==> src/rtl/apu_pkg.sv <==
// -----------------------------------------------------------------------------
// apu_pkg
// Shared definitions for the pulse-channel bank: the duty-select type, the
// 4x8 duty waveform table (bit index = sequencer step), the mute threshold on
// the timer period and the sequencer length.
// -----------------------------------------------------------------------------
package apu_pkg;

    typedef logic [1:0] duty_t;

    localparam int SEQ_STEPS  = 8;
    localparam int STEP_W     = $clog2(SEQ_STEPS);
    localparam int MIN_PERIOD = 8;

    // Row = duty select, bit n of a row = output level at sequencer step n.
    //   duty 0: 0 1 0 0 0 0 0 0
    //   duty 1: 0 1 1 0 0 0 0 0
    //   duty 2: 0 1 1 1 1 0 0 0
    //   duty 3: 1 0 0 1 1 1 1 1
    localparam logic [3:0][SEQ_STEPS-1:0] DUTY_TABLE = {
        8'b1111_1001,   // duty 3
        8'b0001_1110,   // duty 2
        8'b0000_0110,   // duty 1
        8'b0000_0010    // duty 0
    };

    // Waveform level for a given duty select and sequencer step.
    function automatic logic duty_bit(input duty_t duty, input logic [STEP_W-1:0] step);
        return DUTY_TABLE[duty][step];
    endfunction

endpackage

==> src/rtl/apu_pulse_channel.sv <==
// -----------------------------------------------------------------------------
// apu_pulse_channel
// One NES-style pulse channel: period/duty (and optional volume) registers,
// a down-counting timer that clocks an 8-step duty sequencer once per
// period+1 ticks, and the resulting pulse bit (muted when period < 8).
// A config write on the same cycle as a tick wins; that tick is discarded.
//
// Optional feature macro: APU_PULSE_VOLUME_EN (adds wr_vol / vol).
//
// Ports:
//   clk, rst_n   clock, async active-low reset
//   wr_en        load this channel's configuration this cycle
//   wr_period    new timer period (also reloads the timer)
//   wr_duty      new duty select
//   wr_restart   on write, return the sequencer to step 0
//   wr_vol       new volume (macro build only)
//   tick         advance timer/sequencer by one tick
//   pulse_bit    current channel output level
//   vol          current volume register (macro build only)
// -----------------------------------------------------------------------------
module apu_pulse_channel
    import apu_pkg::*;
#(
    parameter int PERIOD_W = 11
) (
    input  logic                clk,
    input  logic                rst_n,
    input  logic                wr_en,
    input  logic [PERIOD_W-1:0] wr_period,
    input  duty_t               wr_duty,
    input  logic                wr_restart,
`ifdef APU_PULSE_VOLUME_EN
    input  logic [3:0]          wr_vol,
    output logic [3:0]          vol,
`endif
    input  logic                tick,
    output logic                pulse_bit
);

    logic [PERIOD_W-1:0] period_r;
    duty_t               duty_r;
    logic [PERIOD_W-1:0] timer_r;
    logic [STEP_W-1:0]   step_r;
    logic                mute_s;
`ifdef APU_PULSE_VOLUME_EN
    logic [3:0]          vol_r;
`endif

    // Channel state: a write takes priority over a tick in the same cycle.
    always_ff @(posedge clk or negedge rst_n) begin
        if (!rst_n) begin
            period_r <= {PERIOD_W{1'b0}};
            duty_r   <= 2'b00;
            timer_r  <= {PERIOD_W{1'b0}};
            step_r   <= {STEP_W{1'b0}};
`ifdef APU_PULSE_VOLUME_EN
            vol_r    <= 4'd0;
`endif
        end else if (wr_en) begin
            period_r <= wr_period;
            duty_r   <= wr_duty;
            timer_r  <= wr_period;
            if (wr_restart) begin
                step_r <= {STEP_W{1'b0}};
            end else begin
                step_r <= step_r;
            end
`ifdef APU_PULSE_VOLUME_EN
            vol_r    <= wr_vol;
`endif
        end else if (tick) begin
            if (timer_r == {PERIOD_W{1'b0}}) begin
                timer_r <= period_r;
                step_r  <= step_r + {{(STEP_W-1){1'b0}}, 1'b1};   // wraps 7 -> 0
            end else begin
                timer_r <= timer_r - {{(PERIOD_W-1){1'b0}}, 1'b1};
                step_r  <= step_r;
            end
        end else begin
            timer_r <= timer_r;
            step_r  <= step_r;
        end
    end

    // Output level: duty table lookup, forced low for ultrasonic periods.
    always_comb begin
        mute_s = (period_r < PERIOD_W'(MIN_PERIOD));
        if (mute_s) begin
            pulse_bit = 1'b0;
        end else begin
            pulse_bit = duty_bit(duty_r, step_r);
        end
    end

`ifdef APU_PULSE_VOLUME_EN
    assign vol = vol_r;
`endif

endmodule

==> src/rtl/apu_pulse_bank.sv <==
// -----------------------------------------------------------------------------
// apu_pulse_bank
// Bank of NUM_CH pulse channels sharing one config port and one ready/valid
// sample stream. Each accepted beat (out_vld & out_rdy) ticks every channel
// once and registers the sample computed from the pre-tick channel state:
// one bit per channel plus a mixed amplitude (popcount of high channels, or
// with APU_PULSE_VOLUME_EN the sum of their volumes).
//
// Optional feature macro: APU_PULSE_VOLUME_EN (cfg_vol port, per-channel
// volume, volume-weighted mix).
//
// Ports:
//   clk, rst_n    clock, async active-low reset
//   cfg_ch        target channel (writes to cfg_ch >= NUM_CH are dropped)
//   cfg_period    timer period
//   cfg_duty      duty select
//   cfg_restart   reset the sequencer step on write
//   cfg_vol       channel volume (macro build only)
//   cfg_vld/rdy   config handshake
//   out_bits      per-channel pulse bits of the current beat
//   out_mix       mixed amplitude of the current beat
//   out_vld/rdy   sample stream handshake
// -----------------------------------------------------------------------------
module apu_pulse_bank
    import apu_pkg::*;
#(
    parameter int NUM_CH   = 3,
    parameter int PERIOD_W = 11,
    parameter int CH_W     = (NUM_CH > 1) ? $clog2(NUM_CH) : 1,
`ifdef APU_PULSE_VOLUME_EN
    parameter int MIX_W    = $clog2(NUM_CH * 15 + 1)
`else
    parameter int MIX_W    = $clog2(NUM_CH + 1)
`endif
) (
    input  logic                clk,
    input  logic                rst_n,
    input  logic [CH_W-1:0]     cfg_ch,
    input  logic [PERIOD_W-1:0] cfg_period,
    input  logic [1:0]          cfg_duty,
    input  logic                cfg_restart,
`ifdef APU_PULSE_VOLUME_EN
    input  logic [3:0]          cfg_vol,
`endif
    input  logic                cfg_vld,
    output logic                cfg_rdy,
    output logic [NUM_CH-1:0]   out_bits,
    output logic [MIX_W-1:0]    out_mix,
    output logic                out_vld,
    input  logic                out_rdy
);

    logic                cfg_rdy_r;
    logic                out_vld_r;
    logic [NUM_CH-1:0]   out_bits_r;
    logic [MIX_W-1:0]    out_mix_r;

    logic                cfg_fire_s;
    logic                tick_s;
    logic [NUM_CH-1:0]   wr_en_s;
    logic [NUM_CH-1:0]   ch_bit_s;
    logic [MIX_W-1:0]    mix_s;
`ifdef APU_PULSE_VOLUME_EN
    logic [3:0]          ch_vol_s [NUM_CH];
`endif

    assign cfg_fire_s = cfg_vld & cfg_rdy_r;
    assign tick_s     = out_vld_r & out_rdy;

    for (genvar i = 0; i < NUM_CH; i++) begin : g_ch
        // Write decode: an out-of-range cfg_ch matches no channel and is dropped.
        assign wr_en_s[i] = cfg_fire_s & (cfg_ch == CH_W'(i));

        apu_pulse_channel #(
            .PERIOD_W   (PERIOD_W)
        ) u_ch (
            .clk        (clk),
            .rst_n      (rst_n),
            .wr_en      (wr_en_s[i]),
            .wr_period  (cfg_period),
            .wr_duty    (cfg_duty),
            .wr_restart (cfg_restart),
`ifdef APU_PULSE_VOLUME_EN
            .wr_vol     (cfg_vol),
            .vol        (ch_vol_s[i]),
`endif
            .tick       (tick_s),
            .pulse_bit  (ch_bit_s[i])
        );
    end

    // Mixer: popcount of high channels, or their summed volume.
    always_comb begin
        mix_s = {MIX_W{1'b0}};
        for (int i = 0; i < NUM_CH; i++) begin
            if (ch_bit_s[i]) begin
`ifdef APU_PULSE_VOLUME_EN
                mix_s = mix_s + MIX_W'(ch_vol_s[i]);
`else
                mix_s = mix_s + {{(MIX_W-1){1'b0}}, 1'b1};
`endif
            end else begin
                mix_s = mix_s;
            end
        end
    end

    // Handshake flags: both rise on the first edge out of reset and stay high.
    always_ff @(posedge clk or negedge rst_n) begin
        if (!rst_n) begin
            cfg_rdy_r <= 1'b0;
            out_vld_r <= 1'b0;
        end else begin
            cfg_rdy_r <= 1'b1;
            out_vld_r <= 1'b1;
        end
    end

    // Beat register: loads the pre-tick sample only when the beat is accepted.
    always_ff @(posedge clk or negedge rst_n) begin
        if (!rst_n) begin
            out_bits_r <= {NUM_CH{1'b0}};
            out_mix_r  <= {MIX_W{1'b0}};
        end else if (tick_s) begin
            out_bits_r <= ch_bit_s;
            out_mix_r  <= mix_s;
        end else begin
            out_bits_r <= out_bits_r;
            out_mix_r  <= out_mix_r;
        end
    end

    assign cfg_rdy  = cfg_rdy_r;
    assign out_vld  = out_vld_r;
    assign out_bits = out_bits_r;
    assign out_mix  = out_mix_r;

endmodule

==> config.mk <==
export PLATFORM = sky130hd
export DESIGN_NAME = apu_pulse_bank
export DESIGN_NICKNAME = d
export VERILOG_FILES = /design/src/rtl/apu_pkg.sv /design/src/rtl/apu_pulse_channel.sv /design/src/rtl/apu_pulse_bank.sv
export SDC_FILE = /design/constraint.sdc
export NUM_CORES = 1
export LEC_CHECK = 0
export CORE_AREA = 2 2 69 137
export DETAILED_ROUTE_END_ITERATION = 12
export DIE_AREA = 0 0 71 139
export PLACE_DENSITY = 0.78
export RECOVER_POWER = 100
export SETUP_SLACK_MARGIN = 0.1
export SYNTH_ARGS = -nofsm -noshare
export SYNTH_HDL_FRONTEND = slang
export SYNTH_HIERARCHICAL = 1
export SYNTH_SLANG_ARGS = --single-unit
export TNS_END_PERCENT = 1
==> constraint.sdc <==
create_clock -name clk -period 4.7 [get_ports clk]
set_clock_uncertainty 0.1 [all_clocks]
set_input_delay 0.94 -clock clk [delete_from_list [all_inputs] [get_ports clk]]
set_output_delay 0.94 -clock clk [all_outputs]
set_load 0.01 [all_outputs]
======== Word level (Yosys, flattened, before mapping) ========
Index checks and enable logic that the tools add are counted.
operators by class
  add/sub/neg operators ................... 8
  magnitude comparators ................... 9
  eq/ne operators ......................... 5
  muxes and demuxes ....................... 37
  bitwise gates (word level) .............. 5
  reduce and logical (&&, ||, !) cells .... 13
operators by type and width
  cell                   number
  $mux 11                9
  $bmux 8 s2             3
  $logic_not 11->1       3
  $lt 11x4->1 const B    3
  $sub 11x1->11 const B  3
  $mux 3                 10
  $mux 8                 3
  $lt 3x4->1 const B     3
  $reduce_bool 2->1      6
  $add 3x1->3 const B    3
  $bmux 1 s3             3
  $lt 2x3->1 const B     3
  $reduce_and 3->1       3
  $mux 1                 7
  $ne 2x2->1 const B     3
  $and 1x1->1            5
  $add 2x1->2 const B    2
  $mux 2                 2
  $eq 2x1->1 const B     1
  $eq 2x2->1 const B     1
  $logic_not 2->1        1
storage, ports and cells
  register bits ........................... 87
  input port bits ......................... 20
  output and inout bits ................... 7
  logic and storage cells ................. 92

======== Longest topological paths before layout ========
Gate-level depths: netlist (run 1).
  depth in word-level cells ............... 10
  gate-level depth with buffers ........... 8
  mapped depth without buffers ............ 8

======== Cells and area by module ========
The synthesis (run 1) kept the hierarchy.
modules (own cells, without submodules)
  module                                instances  cells an instance  area an instance (um2)  sequential area each (um2)
  apu_pulse_channel (g_ch[1].u_ch ...)  2          166                1641.6                  675.6
  apu_pulse_channel (g_ch[0].u_ch)      1          156                1587.8                  675.6
  apu_pulse_bank                        1          28                 316.6                   150.1

======== Worst setup path before layout (run 1) ========
No wires, ideal clock.
  path type ............................... input to register
  from .................................... input cfg_vld
  to ...................................... register g_ch[1].u_ch.step_r[0]
  setup time .............................. 0.087 ns
  arrival ................................. 2.224 ns
  required time ........................... 4.513 ns
  setup slack ............................. 2.289 ns
  cell stages on the path ................. 7
  path buffers ............................ 3
  path through ............................ nand2_1 -> nor3b_1 -> clkbuf_1 -> clkbuf_1 -> clkbuf_1 -> nand2_1 -> o211ai_1
between the ends
  cells in the longest elaborated chain, start to end .. 4
  elaborated cells between the ends (all ways) .. 7
  those cells by class .................... 1 x eq/ne; 1 x mux; 2 x bitwise; 3 x reduce/logical
RTL lines
  what                                                              RTL line                 RTL
  start, declared                                                   apu_pulse_bank.sv:45     input logic cfg_vld,
  $and 1x1->1 *                                                     apu_pulse_bank.sv:67     assign cfg_fire_s = cfg_vld & cfg_rdy_r;
  $and 1x1->1 *                                                     apu_pulse_bank.sv:72     assign wr_en_s[i] = cfg_fire_s & (cfg_ch == CH_W'(i));
  via wr_en_s[1]                                                    apu_pulse_bank.sv:60     logic [NUM_CH-1:0] wr_en_s;
  $ne 2x2->1 (no source line) or $reduce_bool 2->1 (tied branches)  --
  $reduce_and 3->1 (no source line)                                 --
  end signal, assigned                                              apu_pulse_channel.sv:74  step_r <= step_r + {{(STEP_W-1){1'b0}}, 1'b1};
  end signal, assigned                                              apu_pulse_channel.sv:77  step_r <= step_r;
  end signal, assigned                                              apu_pulse_channel.sv:81  step_r <= step_r;
  end, declared                                                     apu_pulse_channel.sv:43  logic [STEP_W-1:0] step_r;
Mark *: on every way through the listed nets, which the timed path passes. The rest lies on a longest branch.
A chain may end at the register's enable or synchronous reset.

======== Worst setup path after layout (run 1) ========
  from .................................... input cfg_vld
  to ...................................... register g_ch[0].u_ch.timer_r[2]
between the ends
  cells in the longest elaborated chain, start to end .. 3
  elaborated cells between the ends (all ways) .. 4
  those cells by class .................... 1 x mux; 2 x bitwise; 1 x reduce/logical
RTL lines
  what                                          RTL line                 RTL
  $and 1x1->1 *                                 apu_pulse_bank.sv:67
  $and 1x1->1 *                                 apu_pulse_bank.sv:72
  via wr_en_s[0]                                apu_pulse_bank.sv:60
  $mux 11 or $reduce_bool 2->1 (tied branches)  --
  end signal, assigned                          apu_pulse_channel.sv:54  timer_r <= {PERIOD_W{1'b0}};
  end signal, assigned                          apu_pulse_channel.sv:62  timer_r <= wr_period;
  end signal, assigned                          apu_pulse_channel.sv:73  timer_r <= period_r;
  end, declared                                 apu_pulse_channel.sv:42  logic [PERIOD_W-1:0] timer_r;
Marked as above.

==> flow_summary.json, run 1 <==
{
  "fin_nets": 565,
  "place_area_mm2": 0.00547,
  "grt_overflow": 0,
  "ys_async_sr_fraction_pct": 100,
  "tns_ns": 0,
  "avgSynthCellArea_um2": 10.1,
  "layout_commonest_cell": "dfrtp_1",
  "critical_path.top_delay_family": "buffers and inverters",
  "area_growth_pct": 10.5,
  "insertion_delay_ns": 0.34,
  "pwr-share-seq_pct": 43.1,
  "p_int_mw": 1.82,
  "critPathRequiredTime_ns": 4.80,
  "cts_buffer_depth": 2,
  "pin_count": 27,
  "antenna_found_initial": 0,
  "final_cell_area_mm2": 0.00573,
  "timing.hold.ws_ns": 0.388,
  "start_util_pct": 58.4,
  "power-per-cell-area_mw_per_mm2": 491,
  "synth_edf_count": 0,
  "ys_ff_latch": 87,
  "rsz0062_at_grt": "no",
  "use_met2_pct": 46.2,
  "ys_seq_area_share_pct": 42.0,
  "synth_area_mm2": 0.00519,
  "io_buffers": 26,
  "antennaDiodeCount": 0,
  "slew_headroom_pct": -20.6,
  "comb_power_share_pct": 30.8,
  "ctsRootBufferMaster": "clkbuf_16",
  "fill_cells": 698,
  "grtUsageMet3_pct": 4.36,
  "path_clk_slew_ns": 0.06,
  "post_drt_via_cell_ratio": 6.55,
  "yosys_warnings": 6,
  "cts_resized": 0,
  "tightest_slew_ns": 1.81,
  "critical_path_class": "in -> reg",
  "cts_tree": "built",
  "seq_area_mm2": 0.00218,
  "max_freq_mhz": 279,
  "r2r-start": "out_vld",
  "die_h_um": 139,
  "startpoint": "cfg_vld",
  "min-delay-start": "out_bits[2]",
  "finalWeightedCongestion": 0.897,
  "path_depth": 7,
  "power.switching_mw": 0.994,
  "track_usage_pct": 27.7,
  "grt_pass1_vias": 4391,
  "die_x_um": 71,
  "drc": 0,
  "switching_share_pct": 35.3,
  "num_vias": 4159,
  "synth_cell_type_count": 63,
  "wl_per_cell_um": 20.2,
  "use_met1_pct": 31.0,
  "cp.arrival_ns": 3.69,
  "path_buf_inv": 2,
  "startpoint_type": "input port",
  "leakage_nw": 2.43,
  "postCtsHoldBufs": 0,
  "ys.flop_type": "dfrtp_1",
  "slowest_delay_ns": 1.16,
  "h-tree-depth": 3,
  "dr.pass1.iters": 7,
  "ff2ff_path_depth": 6,
  "cp_max_fo": 34,
  "path_cells": "clkdlybuf4s50_1 -> nand2_1 -> nor3_1 -> clkbuf_1 -> nor2_1 -> a22oi_1 -> o21ai_0",
  "setup_viol": 0,
  "crit_slowest_cell": "clkbuf_1",
  "failed_checks": "capacitance limit, slew limit",
  "maxSlewViolCount": 68,
  "drtAntennaViolNets": 0,
  "grt_pass1_wl_mm": 21.4,
  "post_cts_buffers": 0,
  "drv.max_cap_violation_count": 2,
  "core_area_mm2": 0.00889,
  "drt_iter0_drc": 278,
  "cts_buffers": 9,
  "grt_max_degree": 57,
  "hold_path_class": "reg -> reg",
  "fin_crit_ns": 3.59,
  "total_power_mw": 2.82,
  "finalHoldViolCount": 0,
  "syn_nets": 553,
  "die_area_mm2": 0.00987,
  "grt_busiest_layer": "met2",
  "place_hpwl_mm": 9.31,
  "routed_wl_mm": 12.8,
  "holdPathStages": 1,
  "postSynthCellCount": 516,
  "cp-end-kind": "flop",
  "multi_input_area_mm2": 0.00272,
  "status": "finished, violations left",
  "most-common-layout-cells": "dfrtp_1 (87), nor2_1 (38), o21ai_0 (34)",
  "cts_sinks": 87,
  "rows": 49,
  "vdd_drop_max_mv": 0.291,
  "fin_crit_sh_pct": 76.3,
  "power_frac_clock_pct": 26.1,
  "layout-drive-gt1-share_pct": 12.4
}
## synthesized netlist by cell type, types with 12 or more instances
cell type,n,share of area [%]
dfrtp_1,87,42
nor2_1,38,2.7
mux2_2,31,6.7
inv_1,29,2.1
o21ai_0,23,2.2
nand2_1,21,1.5
clkbuf_1,19,1.4
nor3_1,18,1.7
ha_1,17,4.1
a22oi_1,16,2.3
xor2_1,13,2.2
nand2b_1,12,1.4
nand3_1,12,1.2
## final cells by class
type,count,share of cell area (%)
inverters,29,1.90
clock buffers,13,4.71
well taps,102,2.23
multi-input cells,369,47.5
flip-flops and latches,87,38.0
repair buffers,32,5.02
clock inverters,3,0.698
## registers in the layout, summed over array words and instances, names as in the netlist
register / flops
out_bits: 3
g_ch.u_ch/timer_r: 33
g_ch.u_ch/duty_r: 6
out_vld: 1
g_ch.u_ch/period_r: 33
g_ch.u_ch/step_r: 9
out_mix: 2
## kinds of logic after synthesis
kind of cell | count (synthesis) | synth area share (%)
AO/OA/AOI/OAI | 129 | 17.5
XOR/XNOR | 15 | 2.53
adder cells (fa/ha/maj) | 17 | 4.10
buffers and inverters | 60 | 5.28
flip-flops | 87 | 42.0
multiplexers | 48 | 11.0
other | 1 | 0.0723
AND/OR/NAND/NOR | 159 | 17.6
## per-layer routing
layer / part of all wire (%) / wire length (µm)
met1: 36 / 4610
met2: 53 / 6750
met3: 3.8 / 493
met4: 7.5 / 957
met5: 0 / 0
## worst paths after layout
check                      slack [ns]                  endpoint
hold reg to reg                  0.39               out_bits[2]
hold / removal                   0.39               out_bits[2]
setup reg to reg                 1.72   g_ch[0].u_ch/timer_r[2]
setup / recovery                 1.11   g_ch[0].u_ch/timer_r[2]
max in group asynchronous        1.80  g_ch[2].u_ch/period_r[4]
min in group asynchronous        0.54    g_ch[1].u_ch/step_r[0]
## worst register-to-register path, cell delays in order (launching register included)
cell	delay, ns
dfrtp_1	0.41
nand2_1	0.11
nor3_1	0.13
clkbuf_1	1.16
nor2_1	0.52
a22oi_1	0.28
o21ai_0	0.13
## through the flow
step	util [%]	setup slack, ns	instances
2_1_floorplan	-	2.29	516
5_1_grt	64.5	0.778	635
3_5_place_dp	61.5	1.38	619
4_1_cts	65.0	1.73	635
3_3_place_gp	61.5	1.39	619
6_report	64.5	1.11	635
## power groups by stage
stage          Combinational [mW]  Clock, mW  Sequential [mW]
4_1_cts                     0.895      0.745             1.21
2_1_floorplan               0.684          0             1.14
3_3_place_gp                0.850          0             1.20
3_5_place_dp                0.888          0             1.22
5_1_grt                     0.973      0.776             1.24
6_report                    0.867      0.735             1.21
Note: power is estimated with default switching activity, not from simulation.
==> inputs of run 2 (changes only) <==
--- a/config.mk
+++ b/config.mk
@@ -5,10 +5,10 @@
 export SDC_FILE = /design/constraint.sdc
 export NUM_CORES = 1
 export LEC_CHECK = 0
-export CORE_AREA = 2 2 69 137
+export CORE_AREA = 2 2 72 143
 export DETAILED_ROUTE_END_ITERATION = 12
-export DIE_AREA = 0 0 71 139
-export PLACE_DENSITY = 0.78
+export DIE_AREA = 0 0 74 145
+export PLACE_DENSITY = 0.75
 export RECOVER_POWER = 100
 export SETUP_SLACK_MARGIN = 0.1
 export SYNTH_ARGS = -nofsm -noshare
==> constraint.sdc (replaced) <==
create_clock -name clk -period 3 [get_ports clk]
set_clock_uncertainty 0.1 [all_clocks]
set_input_delay 0.6 -clock clk [delete_from_list [all_inputs] [get_ports clk]]
set_output_delay 0.6 -clock clk [all_outputs]
set_load 0.01 [all_outputs]
==> flow_summary.json, run 2 (synthesized netlist as in run 1, its figures left out) <==
{
  "status": "finished clean",
  "insertion_delay_ns": 0.33,
  "cts_tree": "built",
  "path_clk_slew_ns": 0.06,
  "grt_pass1_wl_mm": 21.3,
  "pwr-share-seq_pct": 43.6,
  "h-tree-depth": 3,
  "fin_crit_sh_pct": 86.9,
  "postCtsHoldBufs": 0,
  "slowest_delay_ns": 0.75,
  "fin_crit_ns": 2.61,
  "largestRegisters": "g_ch.u_ch/period_r x33, g_ch.u_ch/timer_r x33, g_ch.u_ch/step_r x9",
  "routed_wl_mm": 12.9,
  "num_vias": 4080,
  "io_buffers": 26,
  "layout-drive-gt1-share_pct": 13.0,
  "ctsRootBufferMaster": "clkbuf_16",
  "fin_cells": 664,
  "dr.pass1.iters": 4,
  "power-per-cell-area_mw_per_mm2": 754,
  "die_x_um": 74,
  "tns_ns": 0,
  "r2r-start": "g_ch[0].u_ch/timer_r[0]",
  "fill_cells": 814,
  "hold_path_class": "in -> async",
  "r2r_slack_ns": 0.61,
  "post_cts_buffers": 0,
  "seq_area_mm2": 0.00218,
  "startpoint_type": "input port",
  "cts_buffer_depth": 2,
  "comb_power_share_pct": 31.2,
  "most-common-layout-cells": "dfrtp_1 (87), nor2_1 (38), o21ai_0 (33)",
  "cp_max_fo": 45,
  "finalWeightedCongestion": 0.933,
  "wl_per_cell_um": 19.5,
  "drc": 0,
  "total_power_mw": 4.36,
  "pre_cts_slack_ns": 0.396,
  "max_freq_mhz": 384,
  "power.switching_mw": 1.55,
  "place_area_mm2": 0.00556,
  "critPathRequiredTime_ns": 3.12,
  "ff2ff_path_depth": 6,
  "p_int_mw": 2.81,
  "grt_overflow": 0,
  "place_hpwl_mm": 9.35,
  "final_cell_area_mm2": 0.00578,
  "crit_slowest_cell": "clkbuf_2",
  "slew_headroom_pct": 21.4,
  "path_cells": "clkdlybuf4s50_1 -> nand2_1 -> nor3b_1 -> clkbuf_2 -> nor2b_1 -> a311o_1",
  "cp.arrival_ns": 2.73,
  "final_core_util_pct": 60.0,
  "setup_viol": 0,
  "critical_path_class": "in -> reg",
  "leakage_nw": 2.44,
  "tightest_slew_ns": 1.18,
  "rsz0062_at_grt": "no",
  "critical_path.top_delay_family": "buffers and inverters",
  "pin_count": 27,
  "antenna_found_initial": 0,
  "dp_cells": 648,
  "area_growth_pct": 11.4,
  "maxSlewViolCount": 0,
  "cts_sinks": 87,
  "power_frac_clock_pct": 25.2,
  "die_h_um": 145,
  "cp-end-kind": "flop",
  "start_util_pct": 53.8,
  "rows": 51,
  "rr_endpoint": "g_ch[0].u_ch/timer_r[1]",
  "finalHoldViolCount": 0,
  "drtAntennaViolNets": 0,
  "cts_resized": 0,
  "path_buf_inv": 2,
  "die_area_mm2": 0.0107,
  "fin_nets": 564,
  "multi_input_area_mm2": 0.00273,
  "drv.max_cap_violation_count": 0,
  "post_drt_via_cell_ratio": 6.14,
  "antennaDiodeCount": 0,
  "grt_max_degree": 47,
  "grt_pass1_vias": 4234,
  "post-route-worst-setup-slack_ns": 0.394,
  "core_area_mm2": 0.00964,
  "drt_iter0_drc": 315,
  "track_usage_pct": 25.9,
  "layout_commonest_cell": "dfrtp_1",
  "cts_buffers": 9,
  "switching_share_pct": 35.6,
  "vdd_drop_max_mv": 0.522,
  "timing.hold.ws_ns": 0.392
}
run 2: how the worst max path moves through the flow:
stage                                       start                       to  slack [ns]  cells past startpoint
after floorplan                           cfg_vld   g_ch[1].u_ch/step_r[0]        0.93                      7
after global placement                    out_rdy  g_ch[1].u_ch/timer_r[6]        0.45                      7
after detailed placement                  out_rdy  g_ch[2].u_ch/timer_r[6]        0.40                      7
after CTS                 g_ch[0].u_ch/timer_r[0]  g_ch[0].u_ch/timer_r[1]        0.62                      6
after global routing                      cfg_vld  g_ch[2].u_ch/timer_r[3]        0.23                      7
final                                     cfg_vld  g_ch[2].u_ch/timer_r[9]        0.39                      6
run 2: cell type report:
class	count	area share (%)
tap	132	2.86
clock buffer	12	4.27
clock inverter	4	0.780
sequential	87	37.7
timing repair buffer	31	5.37
multi-input combinational	369	47.2
inverter	29	1.88
run 2: power groups by stage:
stage | registers [mW] | clock network [mW] | logic [mW]
after floorplan | 1.79 | 0 | 1.07
after global placement | 1.89 | 0 | 1.34
after detailed placement | 1.91 | 0 | 1.40
after CTS | 1.89 | 1.12 | 1.41
after global routing | 1.95 | 1.18 | 1.52
final | 1.90 | 1.10 | 1.36
run 2: metal layers:
layer / GRT usage (%) / up-vias / routed length [µm]
met5: 0 / - / 0
met4: 12.2 / 0 / 631
met3: 3.96 / 35 / 475
met2: 44.6 / 109 / 7090
met1: 30.2 / 2020 / 4740
li1: - / 1916 / -
==> inputs of run 3 (changes only) <==
--- a/config.mk
+++ b/config.mk
@@ -8,6 +8,7 @@
 export CORE_AREA = 2 2 72 143
 export DETAILED_ROUTE_END_ITERATION = 12
 export DIE_AREA = 0 0 74 145
+export GPL_ROUTABILITY_DRIVEN = 0
 export PLACE_DENSITY = 0.75
 export RECOVER_POWER = 100
 export SETUP_SLACK_MARGIN = 0.1
==> flow_summary.json, run 3 (synthesized netlist as in run 1, its figures left out) <==
{
  "core_area_mm2": 0.00964,
  "postCtsHoldBufs": 0,
  "layout-drive-gt1-share_pct": 12.5,
  "cts_tree": "built",
  "p_int_mw": 2.81,
  "fin_crit_ns": 2.59,
  "maxSlewViolCount": 37,
  "antennaDiodeCount": 0,
  "antenna_found_initial": 0,
  "vdd_drop_max_mv": 0.566,
  "path_cells": "or3_1 -> nor4_2 -> a21boi_0 -> o311ai_0",
  "post_cts_buffers": 0,
  "cts_sinks": 87,
  "insertion_delay_ns": 0.34,
  "start_util_pct": 53.8,
  "most-common-layout-cells": "dfrtp_1 (87), nor2_1 (38), o21ai_0 (34)",
  "fin_cells": 668,
  "pre_cts_slack_ns": 0.409,
  "pwr-share-seq_pct": 43.8,
  "setup_viol": 0,
  "max_freq_mhz": 386,
  "routed_wl_mm": 12.8,
  "finalHoldViolCount": 0,
  "die_area_mm2": 0.0107,
  "fill_cells": 786,
  "total_power_mw": 4.33,
  "grt_pass1_vias": 4182,
  "path_clk_slew_ns": 0.06,
  "rows": 51,
  "critPathRequiredTime_ns": 3.13,
  "largestRegisters": "g_ch.u_ch/period_r x33, g_ch.u_ch/timer_r x33, g_ch.u_ch/step_r x9",
  "drt_iter0_drc": 317,
  "h-tree-depth": 3,
  "power.switching_mw": 1.52,
  "fin_nets": 568,
  "tns_ns": 0,
  "post-route-worst-setup-slack_ns": 0.411,
  "wl_per_cell_um": 19.2,
  "switching_share_pct": 35.2,
  "leakage_nw": 2.43,
  "pin_count": 27,
  "layout_commonest_cell": "dfrtp_1",
  "critical_path_class": "reg -> reg",
  "failed_checks": "capacitance limit, slew limit",
  "cp_max_fo": 10,
  "status": "finished, violations left",
  "slowest_delay_ns": 0.87,
  "drc": 0,
  "fin_crit_sh_pct": 86.3,
  "comb_power_share_pct": 30.7,
  "dr.pass1.iters": 6,
  "drtAntennaViolNets": 0,
  "cp.arrival_ns": 2.71,
  "area_growth_pct": 11.6,
  "power-per-cell-area_mw_per_mm2": 748,
  "power_frac_clock_pct": 25.5,
  "cts_buffer_depth": 2,
  "startpoint_type": "flop",
  "tightest_slew_ns": 2.10,
  "num_vias": 4150,
  "track_usage_pct": 26.0,
  "post_drt_via_cell_ratio": 6.21,
  "grt_pass1_wl_mm": 21.2,
  "hold_path_class": "reg -> reg",
  "io_buffers": 26,
  "cp-end-kind": "flop",
  "die_h_um": 145,
  "slew_headroom_pct": -40.2,
  "cts_buffers": 9,
  "ctsRootBufferMaster": "clkbuf_16",
  "die_x_um": 74,
  "grt_max_degree": 52,
  "cts_resized": 0,
  "crit_slowest_cell": "nor4_2",
  "grt_overflow": 0,
  "rsz0062_at_grt": "no",
  "place_hpwl_mm": 9.17,
  "dp_cells": 652,
  "drv.max_cap_violation_count": 1
}
run 3: cell types whose count changed in the layout (fill, tap and decap cells not counted), sizes merged:
cell,before,now
buf,2,5
clkbuf,16,17
run 3: final timing paths:
path                                            endpoint                    start  slack, ns  depth (start not counted)
min in group asynchronous       g_ch[1].u_ch/timer_r[10]                    rst_n       0.76                          1
worst max register to register   g_ch[2].u_ch/timer_r[0]  g_ch[2].u_ch/timer_r[5]       0.41                          4
max in group asynchronous                    out_bits[1]                    rst_n       0.83                          1
worst min-delay path                         out_bits[0]              out_bits[0]       0.40                          1
worst max-delay path             g_ch[2].u_ch/timer_r[0]  g_ch[2].u_ch/timer_r[5]       0.41                          4
worst min register to register               out_bits[0]              out_bits[0]       0.40                          1
run 3: critical path: cells and delay by family, from the launching register on:
| kind | cells | cell delay, ns |
|---|---|---|
| AOI/OAI and AO/OA | 2 | 0.57 |
| DFF | 1 | 0.45 |
| and+or+nand+nor | 2 | 1.35 |
run 3: layout make-up:
cell class	count	area, µm²	share of cell area, %
multi-input combinational	369	2700	46.7
sequential	87	2180	37.6
timing repair buffer	35	344	5.94
clock buffer	12	246	4.26
tap	132	165	2.85
inverter	29	109	1.88
clock inverter	4	45.0	0.778
run 3: per-stage QoR:
stage	cell area (µm²)	utilization, %	hold WS (ns)
after floorplan	5190	-	0.204
after global routing	5790	60.1	0.417
final	5790	60.1	0.402
after detailed placement	5570	57.8	0.399
after CTS	5860	60.8	0.139
after global placement	5570	57.8	0.394
run 3: power by group through the flow:
stage	registers, mW	clock network, mW	logic [mW]
2_1_floorplan	1.79	0	1.07
3_3_place_gp	1.89	0	1.34
3_5_place_dp	1.91	0	1.38
4_1_cts	1.89	1.13	1.39
5_1_grt	1.95	1.17	1.47
6_report	1.90	1.11	1.33
run 3: routing by layer:
| layer | global-route usage (%) | part of all wire [%] | vias up |
|---|---|---|---|
| met5 | 0 | 0 | - |
| met4 | 16.7 | 5.5 | 0 |
| met3 | 4.10 | 4.7 | 46 |
| met2 | 42.9 | 54 | 144 |
| met1 | 30.1 | 36 | 2036 |
| li1 | - | - | 1924 |
